===== config.mk =====
export PLATFORM = sky130hd
export DESIGN_NAME = instr_queue
export DESIGN_NICKNAME = d
export VERILOG_FILES = /design/src/rtl/instr_queue_pkg.sv /design/src/rtl/instr_queue_ptr.sv /design/src/rtl/instr_queue.sv
export SDC_FILE = /design/constraint.sdc
export NUM_CORES = 1
export LEC_CHECK = 0
export ABC_AREA = 1
export ABC_CLOCK_PERIOD_IN_PS = 8850
export CORE_ASPECT_RATIO = 1.2
export CORE_MARGIN = 2
export CORE_UTILIZATION = 60
export DETAILED_ROUTE_END_ITERATION = 12
export PLACE_DENSITY_LB_ADDON = 0.08
export SLEW_MARGIN = 10
export SYNTH_ARGS = -nofsm -noshare
export SYNTH_HDL_FRONTEND = slang
export SYNTH_HIERARCHICAL = 1
export SYNTH_SLANG_ARGS = --single-unit

===== constraint.sdc =====
create_clock -name clk -period 8.85 [get_ports clk]
set_clock_uncertainty 0.1 [all_clocks]
set_input_delay 1.77 -clock clk [delete_from_list [all_inputs] [get_ports clk]]
set_output_delay 1.77 -clock clk [all_outputs]
set_load 0.005 [all_outputs]

===== src/rtl/instr_queue_pkg.sv =====
// Shared types and default widths for the fetch -> decode instruction queue.
// Latency: n/a (declarations only).
// Backpressure: n/a (declarations only).
// Contents: INSTR_WIDTH_DEF, PC_WIDTH_DEF, instr_entry_t {instr, pc} at default widths.
package instr_queue_pkg;

  localparam int INSTR_WIDTH_DEF = 32;
  localparam int PC_WIDTH_DEF    = 32;

  // Entry format exchanged by fetch and decode at the default widths.
  typedef struct packed {
    logic [INSTR_WIDTH_DEF-1:0] instr;
    logic [PC_WIDTH_DEF-1:0]    pc;
  } instr_entry_t;

endpackage


===== src/rtl/instr_queue_ptr.sv =====
// Lap-bit ring pointer ($clog2(DEPTH)+1 bits) used for the queue head and tail.
// Latency: ptr updates on the rising edge after clear/incr.
// Backpressure: none; clear (and reset) takes priority over incr.
// Ports: clk, rst_n (sync, active-low), clear, incr -> ptr.
module instr_queue_ptr #(
  parameter int DEPTH = 8
) (
  input  logic                     clk,
  input  logic                     rst_n,
  input  logic                     clear,
  input  logic                     incr,
  output logic [$clog2(DEPTH):0]   ptr
);

  // DEPTH is a power of two, so a plain binary increment wraps the index
  // from DEPTH-1 to 0 and carries into the lap bit on its own.
  always_ff @(posedge clk) begin
    if (!rst_n || clear) begin
      ptr <= '0;
    end else if (incr) begin
      ptr <= ptr + 1'b1;
    end
  end

endmodule


===== src/rtl/instr_queue.sv =====
// In-order instruction queue between fetch and decode with PC payload, count and flush.
// Latency: push-to-pop 1 cycle (0 cycles on an empty queue when INSTR_QUEUE_BYPASS_EN is defined).
// Backpressure: enq_ready drops when full, in flush or in reset; a full queue takes no push alongside a pop.
// Ports: clk, rst_n (sync, active-low), flush; enq_valid/enq_ready/enq_instr/enq_pc;
//        deq_valid/deq_ready/deq_instr/deq_pc (zero when not valid); count, is_empty, is_full.
// Optional macro: INSTR_QUEUE_BYPASS_EN enables the empty-queue combinational bypass.
module instr_queue
  import instr_queue_pkg::*;
#(
  parameter int DEPTH       = 8,
  parameter int INSTR_WIDTH = INSTR_WIDTH_DEF,
  parameter int PC_WIDTH    = PC_WIDTH_DEF
) (
  input  logic                     clk,
  input  logic                     rst_n,
  input  logic                     flush,
  input  logic                     enq_valid,
  output logic                     enq_ready,
  input  logic [INSTR_WIDTH-1:0]   enq_instr,
  input  logic [PC_WIDTH-1:0]      enq_pc,
  output logic                     deq_valid,
  input  logic                     deq_ready,
  output logic [INSTR_WIDTH-1:0]   deq_instr,
  output logic [PC_WIDTH-1:0]      deq_pc,
  output logic [$clog2(DEPTH):0]   count,
  output logic                     is_empty,
  output logic                     is_full
);

  localparam int PW = $clog2(DEPTH) + 1;
  localparam int IW = PW - 1;

  typedef struct packed {
    logic [INSTR_WIDTH-1:0] instr;
    logic [PC_WIDTH-1:0]    pc;
  } entry_t;

  entry_t          mem [DEPTH];
  logic [PW-1:0]   head;
  logic [PW-1:0]   tail;
  logic            q_vld;
  logic            enq_fire;
  logic            push;
  logic            pop;
  entry_t          head_ent;
  entry_t          enq_ent;
  entry_t          out_ent;

  assign is_empty = (head == tail);
  // Same slot index but different lap: tail has gone exactly one lap ahead.
  assign is_full  = (head[IW-1:0] == tail[IW-1:0]) && (head[PW-1] != tail[PW-1]);
  assign count    = tail - head;

  assign enq_ready = !is_full && !flush && rst_n;
  assign q_vld     = !is_empty && !flush && rst_n;
  assign enq_fire  = enq_valid && enq_ready;

  assign head_ent  = mem[head[IW-1:0]];
  assign enq_ent   = '{instr: enq_instr, pc: enq_pc};

`ifdef INSTR_QUEUE_BYPASS_EN
  logic byp;

  // Empty queue: present the incoming entry directly at the head.
  assign byp       = is_empty && enq_valid && !flush && rst_n;
  assign deq_valid = q_vld || byp;
  assign out_ent   = byp ? enq_ent : head_ent;
  // A bypassed entry taken by decode is never written; one that is not
  // taken falls through to a normal enqueue. The head never advances on a
  // bypass because the stored queue is empty.
  assign push      = enq_fire && !(byp && deq_ready);
  assign pop       = deq_valid && deq_ready && !byp;
`else
  assign deq_valid = q_vld;
  assign out_ent   = head_ent;
  assign push      = enq_fire;
  assign pop       = deq_valid && deq_ready;
`endif

  assign deq_instr = deq_valid ? out_ent.instr : '0;
  assign deq_pc    = deq_valid ? out_ent.pc    : '0;

  instr_queue_ptr #(.DEPTH(DEPTH)) u_head (
    .clk   (clk),
    .rst_n (rst_n),
    .clear (flush),
    .incr  (pop),
    .ptr   (head)
  );

  instr_queue_ptr #(.DEPTH(DEPTH)) u_tail (
    .clk   (clk),
    .rst_n (rst_n),
    .clear (flush),
    .incr  (push),
    .ptr   (tail)
  );

  // Storage is not reset; push is already gated off by reset and flush.
  always_ff @(posedge clk) begin
    if (push) begin
      mem[tail[IW-1:0]] <= enq_ent;
    end
  end

endmodule

# After elaboration in Yosys (flattened, before gate mapping)
# Memory sizes are Yosys's and may differ from the RTL's. A register that Yosys moved wholly into a read port is not among the register bits.
# Cells that the tools add are included.
[totals]
mem_bits_ro = 0
word_cells = 27
out_inout_bits = 72
latchBits = 0
inputBits = 69
ram_bits = 512
mem_count = 1
regBits = 8
[op_classes]
n_reduce_logical = 12
bitwise = 0
div_mod_pow = 0
n_eq_ne = 3
add_sub_neg = 3
n_mux = 6
magnitude_cmp = 0
multipliers = 0
shift = 0
[mem_list]
columns = ["memory", "words", "word_bits", "read_ports", "rd_ports_with_merged_regs", "write_ports", "line", "rtl"]
rows = [
  ["mem", 8, 64, 1, 1, 1, "instr_queue.sv:38", "entry_t mem [DEPTH];"],
]
[op_table]
columns = ["cell", "n"]
rows = [
  ["2-to-1 mux 32 bit", 2],
  ["adder 4 x 1 -> 4 bit (second input constant)", 2],
  ["logical AND 1 bit", 7],
  ["2-to-1 mux 3 bit", 2],
  ["equality test 4 bit", 1],
  ["logical NOT 1 bit", 4],
  ["subtractor 4 bit", 1],
  ["equality test 3 bit", 1],
  ["2-to-1 mux 1 bit", 2],
  ["logical OR 1 bit", 1],
  ["!= test 1 bit", 1],
]

# Depth between registers and ports, before layout
[logic_depth]
depth_word = 8
depth_mapped = 14
ltp_nobuf = 12

# Modules after synthesis
# The synthesis kept the hierarchy.
[by_module_without_submodules]
columns = ["mod", "n_inst", "area_each_um2", "seq_area_each_um2", "cells_per_inst"]
rows = [
  ["instr_queue", 1, 21343.0, 15374.7, 1953],
  ["instr_queue_ptr", 2, 173.9, 80.1, 24],
]

# Worst setup path after synthesis
# Ideal clock, no wire load.
[synth_timing]
path_type = "input to register"
from = "in rst_n"
to = "mem mem[0][0] (netlist bit), enable pin"
t_required_ps = 8263
arrival_time_ps = 4848
setup_ps = 487
path_buffers = 0
path_slack_ps = 3416
path_stages = 4
cell_sequence = "inv_1 -> nor2_1 -> nand3_1 -> nor2_1"
[synth_between]
elab_chain_len = 4
[synth_rtl]
columns = ["item", "line", "rtl"]
rows = [
  ["start: declaration", "instr_queue.sv:15", "input logic rst_n,"],
  ["logical AND 1 bit", "instr_queue.sv:54", "assign enq_ready = !is_full && !flush && rst_n;"],
  ["logical AND 1 bit", "instr_queue.sv:56", "assign enq_fire = enq_valid && enq_ready;"],
  ["2-to-1 mux 1 bit", "instr_queue.sv:101", "if (push) begin"],
  ["2-to-1 mux 1 bit (implied by the code)", "instr_queue.sv:102", "mem[tail[IW-1:0]] <= enq_ent;"],
  ["end: declaration", "instr_queue.sv:38", ""],
]
# No other way between the ends.

# Final worst setup path
[layout_timing]
from = "reg u_head.ptr[1]"
to = "out deq_pc[27]"
[layout_between]
elab_chain_len = 5
[layout_rtl]
columns = ["item", "line", "rtl"]
rows = [
  ["start: declaration", "instr_queue_ptr.sv:12", "output logic [$clog2(DEPTH):0] ptr"],
  ["start signal: assignment", "instr_queue_ptr.sv:21", "ptr <= ptr + 1'b1;"],
  ["equality test 4 bit", "instr_queue.sv:49", "assign is_empty = (head == tail);"],
  ["logical NOT 1 bit", "instr_queue.sv:55", "assign q_vld = !is_empty && !flush && rst_n;"],
  ["logical AND 1 bit (2 in a row)", "instr_queue.sv:55", ""],
  ["2-to-1 mux 32 bit", "instr_queue.sv:81", "assign deq_pc = deq_valid ? out_ent.pc : '0;"],
  ["end: declaration", "instr_queue.sv:24", "output logic [PC_WIDTH-1:0] deq_pc,"],
]
# No other way between the ends.

==> reports/metrics.yaml <==
cts:
  hold_buffers: 0
  clock_sinks: 520
  post_cts_resized: 0
  path_clk_slew_ns: 0.06
  cts_root_buf: "clkbuf_16"
  htreeDepth: 2
  cts_made_buffers: 49
  clock_latency_ns: 0.55
  cts_buffer_depth: 3
  cts_tree: "yes"
  postCtsSetupBuffers: 0
critical_path:
  r2r_slack_ns: 4.08
  worstPathRequired_ns: 6.98
  worstSetupPathType: "reg -> out"
  crit_fanout: 66
  cp.arrival_ns: 4.86
  startpoint_type: "register"
  crit_path_end_kind: "output pin"
outcome:
  outcome: "completed"
sta:
  setup_viol: 0
  worst_pin_slew_ns: 1.15
  holdWs_ns: 0.450
  finalHoldViolCount: 0
  rsz0062_at_grt: "false"
  finalCritPeriodShare_pct: 76.1
  finalCriticalPeriod_ns: 6.73
  fin_ws_ns: 2.12
  tns_ns: 0
  maxSlewHeadroom_pct: 23.2
  max_freq_mhz: 149
  drv_slew: 0
place:
  place_ws_ns: 2.17
  gp_congestion: 0.824
  io_buffers: 140
  place_inst: 2520
  dp_hpwl_mm: 24.0
finish:
  syn_to_final_growth_pct: 14.2
  final_cells: 2610
  layout.nets: 2178
  final_util_pct: 69.3
  drive_above_1_share_pct: 4.39
floorplanning:
  start_util_pct: 60.7
  core_um2: 35800
  die_w_um: 178
  die-area_um2: 37700
  ioPinCount: 141
  rows: 76
  die_h_um: 212
synthesis:
  synth-seq-area-share_pct: 71.6
  syn-num-nets: 2076
  synth_warnings: 6
  synth.ff_latch_count: 520
  synth_area_um2: 21700
  synth.avg_cell_area_um2: 10.8
  synth_cells: 2001
  yosysUniqueCellTypes: 22
run:
  cap_violations: 0
global_routing:
  grt_usage_pct: 25.7
  met3_usage_pct: 3.92
  grt_pass1_wl_mm: 74.1
  gr-max-usage-layer: "met2"
  use_met1_pct: 32.7
  antenna_found_initial: 3
  grt_pass1_vias: 13800
  met2_usage_pct: 44.6
  grt_max_degree: 187
  overflow: 0
power:
  p_leak_nw: 9.40
  power_density_nw_per_um2: 192
  vdd_drop_max_mv: 0.159
drt:
  drc: 0
  wirelength_mm: 47.5
  num_vias: 14100
  firstDrtPassIters: 5
  drtAntennaViolNets: 0
  drtIter0Drc: 1145
  vias_per_cell: 5.40
  wl_per_cell_um: 18.2
min_path:
  hold_path.class: "reg -> reg"
## cell usage after synthesis
| cell | n | area [µm²] |
|---|---|---|
| nand4_1 | 1 | 6.26 |
| nand3_1 | 198 | 991 |
| buf_2 | 27 | 135 |
| nand2_2 | 2 | 12.5 |
| o21ai_0 | 67 | 335 |
| buf_4 | 31 | 233 |
| xnor2_1 | 1 | 8.76 |
| nor2_2 | 2 | 12.5 |
| edfxtp_1 | 512 | 15400 |
| dfxtp_1 | 8 | 160 |
| ha_1 | 5 | 62.6 |
| and3_1 | 1 | 6.26 |
| a21oi_1 | 6 | 30.0 |
| clkbuf_1 | 32 | 120 |
| xor2_1 | 1 | 8.76 |
| buf_6 | 3 | 33.8 |
| nor2_1 | 280 | 1050 |
| buf_1 | 12 | 45.0 |
| inv_2 | 1 | 3.75 |
| nand2_1 | 664 | 2490 |
| inv_1 | 146 | 548 |
| fa_1 | 1 | 20.0 |
## area by class of cell
class	instances	area (µm²)
clock inverters	22	148
clock buffers	65	1290
multi-input cells	1229	5110
fillers	2562	11000
well taps	468	586
diodes	3	7.51
inverters	147	562
repair buffers	156	1520
flip-flops and latches	520	15500
## routing by layer
metal	vias to the layer above	part of all wire [%]
met1	6683	41
li1	6817	-
met2	496	50
met5	-	0.027
met4	2	3.0
met3	103	6.6
## critical path: stages (launching register included)
cell and delay (ns):
dfxtp_4 0.96, inv_4 0.52, ha_1 0.45, nand2_1 0.07, nor2_1 0.09, a21oi_4 0.87
buf_4 0.52, nand2_1 0.12, nor2_1 0.12, clkdlybuf4s50_1 0.51
## metrics by stage
stage / total power [mW] / cell area (µm²)
6_report: 4.75 / 24800
5_1_grt: 4.87 / 24800
4_1_cts: 4.77 / 24800
3_5_place_dp: 2.88 / 23300
3_3_place_gp: 2.87 / 23300
2_1_floorplan: 2.80 / 21700
## placed cells by master (no fill, tap or decap), drive strengths merged
cell type / synthesis / layout
fa: 1 / 1
a21oi: 6 / 6
ha: 5 / 5
diode: 0 / 3
xor2: 1 / 1
clkbuf: 32 / 65
nor2: 282 / 282
buf: 73 / 16
and3: 1 / 1
inv: 147 / 147
clkdlybuf4s50: 0 / 140
o21ai: 67 / 67
edfxtp: 512 / 512
bufinv: 0 / 2
clkinv: 0 / 19
clkinvlp: 0 / 1
nand2: 666 / 666
dfxtp: 8 / 8
nand4: 1 / 1
xnor2: 1 / 1
nand3: 198 / 198
## where the power goes
part,internal (mW),switching (mW)
Sequential,2.72,0.00363
Clock,1.07,0.848
Combinational,0.0439,0.0636
## cell families (layout without fill, tap and decap cells)
kind of cell / after synthesis / count (layout) / synth area share (%)
buffers and inverters: 252 / 390 / 5.16
DFF: 520 / 520 / 71.6
other: 0 / 3 / 0
AOI/OAI and AO/OA: 73 / 73 / 1.68
and+or+nand+nor: 1148 / 1148 / 21.1
xor gates and xnor gates: 2 / 2 / 0.0808
adders and majority gates: 6 / 6 / 0.381
## final timing paths
kind                                     from       endpoint  cells after the start
worst max-delay path            u_head/ptr[1]     deq_pc[27]                      9
worst min register to register  u_tail/ptr[3]  u_tail/ptr[3]                      2
worst max register to register  u_head/ptr[1]      mem[3][0]                      8
worst min-delay path            u_tail/ptr[3]  u_tail/ptr[3]                      2
## registers in the layout, summed over array words and instances (netlist names)
name	flops
mem	512
u_head/ptr	4
u_tail/ptr	4
No activity file was read; power rests on OpenSTA's default activity.
